`config.mk`:
```
export PLATFORM = sky130hd
export DESIGN_NAME = tbuf_bus_sequencer
export DESIGN_NICKNAME = d
export VERILOG_FILES = /design/src/rtl/tbuf_bus_sequencer.sv
export SDC_FILE = /design/constraint.sdc
export NUM_CORES = 1
export LEC_CHECK = 0
export BUFFER_PORTS_ARGS = -buffer_cell sky130_fd_sc_hd__buf_4
export CORE_ASPECT_RATIO = 1.4
export CORE_UTILIZATION = 52
export DETAILED_ROUTE_END_ITERATION = 7
export PLACE_DENSITY = 0.75
export RECOVER_POWER = 100
export SYNTH_ARGS = -nofsm -noshare
export SYNTH_HDL_FRONTEND = slang
export SYNTH_SLANG_ARGS = --single-unit
```
`constraint.sdc`:
```
create_clock -name CLK -period 2.1 [get_ports CLK]
set_input_delay 0.21 -clock CLK [delete_from_list [all_inputs] [get_ports CLK]]
set_output_delay 0.21 -clock CLK [all_outputs]
set_load 0.03 [all_outputs]
```
`src/rtl/tbuf_bus_sequencer.sv`:
```
// rtl/tbuf_bus_sequencer.sv - round-robin owner sequencer for a shared tri-state bus
// Registered EN/EN_BAR pairs with break-before-make turnaround and bus capture.
module tbuf_bus_sequencer #(
  parameter int N       = 4,
  parameter int W       = 8,
  parameter int TURN    = 1,
  parameter int MAXHOLD = 16
) (
  input  logic                 CLK,
  input  logic                 RST,
  input  logic [N-1:0]         REQ,
  input  logic [W-1:0]         BUS,
  output logic [N-1:0]         EN,
  output logic [N-1:0]         EN_BAR,
  output logic [$clog2(N)-1:0] GNT_ID,
  output logic                 BUSY,
  output logic                 RX_VALID,
  output logic [W-1:0]         RX_DATA,
  output logic [$clog2(N)-1:0] RX_SRC
);

  localparam int              IW     = $clog2(N);
  localparam logic [IW:0]     N_W    = (IW+1)'(N);
  localparam logic [3:0]      TURN_W = 4'(TURN);
  localparam logic [7:0]      MAXH_W = 8'(MAXHOLD);

  typedef enum logic [1:0] {S_IDLE, S_OWN, S_TURN} state_t;

  state_t        state_q, state_d;
  logic [N-1:0]  en_q, en_d, en_bar_q;
  logic [IW-1:0] gnt_q, gnt_d, last_q, last_d;
  logic [7:0]    hold_q, hold_d;
  logic [3:0]    turn_q, turn_d;
  logic          rx_valid_q;
  logic [W-1:0]  rx_data_q;
  logic [IW-1:0] rx_src_q;

  logic          pick_found;
  logic [IW-1:0] pick_id;
  logic [IW:0]   cand;
  logic          own_req, other_req;

  // Scan offsets from far to near so the nearest requester after LAST wins.
  always_comb begin
    pick_found = 1'b0;
    pick_id    = '0;
    cand       = '0;
    for (int k = N; k >= 1; k--) begin
      cand = {1'b0, last_q} + (IW+1)'(k);
      if (cand >= N_W) cand = cand - N_W;
      if (REQ[cand[IW-1:0]]) begin
        pick_found = 1'b1;
        pick_id    = cand[IW-1:0];
      end
    end
  end

  assign own_req   = |(REQ & en_q);
  assign other_req = |(REQ & ~en_q);

  always_comb begin
    state_d = state_q;
    en_d    = en_q;
    gnt_d   = gnt_q;
    last_d  = last_q;
    hold_d  = hold_q;
    turn_d  = turn_q;
    unique case (state_q)
      S_IDLE: begin
        en_d = '0;
        if (pick_found) begin
          state_d = S_OWN;
          en_d    = {{(N-1){1'b0}}, 1'b1} << pick_id;
          gnt_d   = pick_id;
          last_d  = pick_id;
          hold_d  = 8'd1;
        end
      end
      S_OWN: begin
        if (!own_req || (hold_q == MAXH_W && other_req)) begin
          state_d = S_TURN;
          en_d    = '0;
          turn_d  = TURN_W;
        end else if (hold_q != MAXH_W) begin
          hold_d = hold_q + 8'd1;
        end
      end
      S_TURN: begin
        en_d = '0;
        if (turn_q <= 4'd1) begin
          if (pick_found) begin
            state_d = S_OWN;
            en_d    = {{(N-1){1'b0}}, 1'b1} << pick_id;
            gnt_d   = pick_id;
            last_d  = pick_id;
            hold_d  = 8'd1;
          end else begin
            state_d = S_IDLE;
          end
        end else begin
          turn_d = turn_q - 4'd1;
        end
      end
      default: begin
        state_d = S_IDLE;
        en_d    = '0;
      end
    endcase
  end

  // EN_BAR gets its own flop so the pair never passes through a shared inverter.
  always_ff @(posedge CLK or posedge RST) begin
    if (RST) begin
      state_q    <= S_IDLE;
      en_q       <= '0;
      en_bar_q   <= '1;
      gnt_q      <= '0;
      last_q     <= IW'(N-1);
      hold_q     <= '0;
      turn_q     <= '0;
      rx_valid_q <= 1'b0;
      rx_data_q  <= '0;
      rx_src_q   <= '0;
    end else begin
      state_q    <= state_d;
      en_q       <= en_d;
      en_bar_q   <= ~en_d;
      gnt_q      <= gnt_d;
      last_q     <= last_d;
      hold_q     <= hold_d;
      turn_q     <= turn_d;
      rx_valid_q <= |en_q;
      if (|en_q) begin
        rx_data_q <= BUS;
        rx_src_q  <= gnt_q;
      end
    end
  end

  assign EN       = en_q;
  assign EN_BAR   = en_bar_q;
  assign GNT_ID   = gnt_q;
  assign BUSY     = (state_q != S_IDLE);
  assign RX_VALID = rx_valid_q;
  assign RX_DATA  = rx_data_q;
  assign RX_SRC   = rx_src_q;

endmodule

```
==> key figures <==
Route
  – Wire per inst: about 16 um
  – Initial DRC Count: between 50 and 60
  – Routed length on met1: 1746 um
  – Antenna-violating nets left: 0
  – Met3 wire len: about 170 um
  – Routed wire length: between 4000 and 5000 um
  – # DRC: 0
  – DR WL met2: between 2000 and 2500 um
  – Top Layer Used: met4
  – Via count: 1,467
  – First-pass DRT Iterations: 5
  – DR vias/cell: 5.798

Logic synthesis
  – Synth top area share: 39.97%
  – Most area-hungry cell type in the Yosys netlist: dfrtp_1
  – Netlist cell types: 51
  – Avg Inst Size Synth: approximately 11 um2
  – Seq/Total Area, Yosys: between 40% and 50%
  – Syn Inst Count: approximately 170
  – Post-synthesis register bit count: 37
  – Syn nets: approximately 190
  – Mux cell area share after synthesis: 7.930%
  – Simple-gate share of the synthesized area: about an eighth
  – Ys Warns: 0
  – Cell area after synthesis: approximately 1900 um2
  – Largest family of logic cells by synthesized area: compound AO/OA/AOI/OAI gates
  – Synth area leaders: dfrtp_1, dfstp_2, mux2_2
  – Adder-cell share of the synthesized area: around 2.6%
  – Post-synthesis compound-gate area fraction: a little over a fifth
  – Xor/xnor share of the synthesized area: under 10%

Final layout
  – Final std cells w/o fill: about 250
  – Antenna Cells: 0
  – Area delta synth->final: 14.70%
  – Share of layout cells above drive strength 1: between 20% and 30%
  – Final net count: 230

Setup path
  – R2r setup slk: roughly 0.079 ns
  – Critical R2R Launch: turn_q[1]
  – CP max stage cell: or3_1
  – RR Endpoint: EN_BAR[2]
  – Largest stage delay, worst path: about 0.46 ns
  – Cells on worst reg2reg path: 6
  – Worst path required time: between 2 and 2.5 ns
  – CP top delay family: compound AO/OA/AOI/OAI gates
  – CP bufs+invs: 1
  – Crit-path cells: inv_1 -> ha_1 -> nor2_1 -> o31a_4 -> or3_1 -> o2bb2a_2
  – Critical path type: flip-flop to flip-flop
  – WP data arrival: ~2.2 ns
  – Crit. End Element: flip-flop
  – Max Fanout on Critical Path: 8
  – Crit start category: flip-flop

Place
  – Detailed Place HPWL: between 3000 and 4000 um
  – Gpl congestion: between 0.8 and 0.9
  – Port buffer count: 35
  – Dpl cells: 245

CTS
  – H-tree depth: 2
  – Setup bufs post-CTS: 0
  – Reg clk slew, reported paths: about 0.070 ns
  – Hold_buf cts: 0
  – CTS Sinks: 37
  – Clock Latency Late Sink: 0.28 ns
  – CTS Buf Count: 5
  – Clock Tree Root: clkbuf_8
  – CTS tree: built
  – CTS resizes: 0
  – Worst-case clock buffer depth: 2

STA
  – Final period utilization: a little under 100%
  – Setup tns final: 0 ns
  – Final worst clock skew: 0.004243 ns
  – Worst-Margin Slew: 0.8964 ns
  – Finish-stage setup viols: 0
  – Fin. Hold Viols: 0
  – Min Tclk post-route: between 2 and 2.5 ns
  – FMAX: 0.4949 GHz
  – Unrepaired setup endpoints after global routing: false
  – Hold Slack: between 0.1 and 0.15 ns
  – Slew headroom: about 40%
  – Final Max Tran Viols: 0

Worst hold path
  – Hold EP: RX_DATA[4]
  – Hold path depth: 2
  – Worst hold start: BUS[4]
  – Hold Crit Class: primary input to flip-flop

Floorplan
  – Core Footprint: around 3500 um2
  – Initial Util: 55.89%
  – Core Rows: 25
  – I/O pin total: 36
  – Die height: between 70 and 80 um
  – Die W: approximately 54 um
  – Die footprint: about 4000 um2

Power and ir drop
  – Power, Total: approximately 3300 uW
  – Worst IR Drop VDD: 0.001086 V
  – Pwr dens: around 1500 nW/um2
  – Leak: 0.0009275 uW

Global route
  – Initial antenna violation count: 0
  – First-pass GRT wire length: 6789 um
  – Vias in the first global route: approximately 1,500
  – Total track usage: between 20% and 30%
  – Pin count of the biggest net entering global routing: 38
  – Remaining Overflow, GRT: 0

Run status
  – Status: finished clean

Job
  – Max Cap Viol: 0
-- worst reg2reg max path, cell delays in order (launching register included) --
cell,delay [ns]
dfrtp_1,0.41
inv_1,0.13
ha_1,0.22
nor2_1,0.11
o31a_4,0.33
or3_1,0.46
o2bb2a_2,0.28
-- worst max path at each step --
stage / startpoint / end / slack [ns] / cells past startpoint
finish: turn_q[1] / EN_BAR[2] / 0.08 / 6
global route: turn_q[1] / EN_BAR[2] / 0.04 / 6
global placement: turn_q[0] / GNT_ID[0] / 0.26 / 6
detailed placement: turn_q[1] / GNT_ID[0] / 0.17 / 6
floorplan: EN[0] / RX_DATA[0] / 0.38 / 3
CTS: turn_q[1] / GNT_ID[0] / 0.16 / 6
-- power breakdown --
| part | total (uW) | leakage, uW | switching [uW] | internal (uW) |
|---|---|---|---|---|
| Clock | 479 | 0.0000450 | 249 | 230 |
| Combinational | 1590 | 0.000430 | 1050 | 539 |
| Sequential | 1180 | 0.000452 | 184 | 999 |
-- metrics by stage --
step	cell area [um2]	setup slack, ns	utilization, %
after floorplan	1941	0.3800	-
after global placement	2267	0.2615	65.30
after detailed placement	2267	0.1706	65.30
after CTS	2350	0.1613	67.68
after global routing	2226	0.03895	64.11
final	2226	0.07922	64.11
-- routing by layer --
metal	up-vias	global-route usage (%)
met5	-	0
met4	0	10.53
met3	8	6.953
met2	45	42.22
met1	706	25.66
li1	708	-
-- logic make-up (layout without fill, tap and decap cells) --
group / Yosys count / in the layout
adders and majority gates: 4 / 4
and+or+nand+nor: 42 / 42
AOI/OAI and AO/OA: 48 / 48
xor gates and xnor gates: 5 / 5
buffers and inverters: 19 / 63
muxes: 14 / 14
DFF: 37 / 37
-- synthesized netlist by cell type (all sizes together) --
cell and n:
or3 1, nand2 7, a22o 1, o221a 1, o22a 2, nand2b 4
nor3 2, o21a 2, a221o 2, a21boi 1, nand4b 1, or2 1
o221ai 1, a31o 1, nand3b 1, mux2 11, o2bb2a 2, a32o 1
a22oi 3, a32oi 1, ha 4, nor2 10, a211oi 2, a21o 2
nor4 2, dfrtp 31, o31a 2, mux2i 3, nand3 7, o2bb2ai 2
a2111oi 4, buf 6, nor4b 1, nand4 2, inv 13, o211ai 2
o21ai 9, o31ai 2, nor2b 3, xnor2 5, a21oi 5, dfstp 6
-- cells in the final DEF (no fill, tap or decap), types with 5 or more instances in the layout --
cell type / instances
xnor2_1: 5
inv_1: 13
nor2_1: 9
dfstp_2: 6
dfrtp_1: 31
buf_4: 16
nand3_1: 7
nand2_1: 7
o21ai_0: 8
clkbuf_8: 5
clkbuf_1: 25
mux2_2: 9
-- registers in the layout, indices dropped and copies added (netlist names), 4 cells and up --
signal / count
turn_q: 4
EN_BAR: 4
hold_q: 8
RX_DATA: 8
EN: 4
-- final cells by class --
type,instances,area [um2]
clock buffer,6,72.57
multi-input combinational,113,888.4
sequential,37,933.4
tap,40,50.05
inverter,13,48.80
clock inverter,2,10.01
fill,295,1246
timing repair buffer,42,222.7
Power figures use the tool's default switching activity.
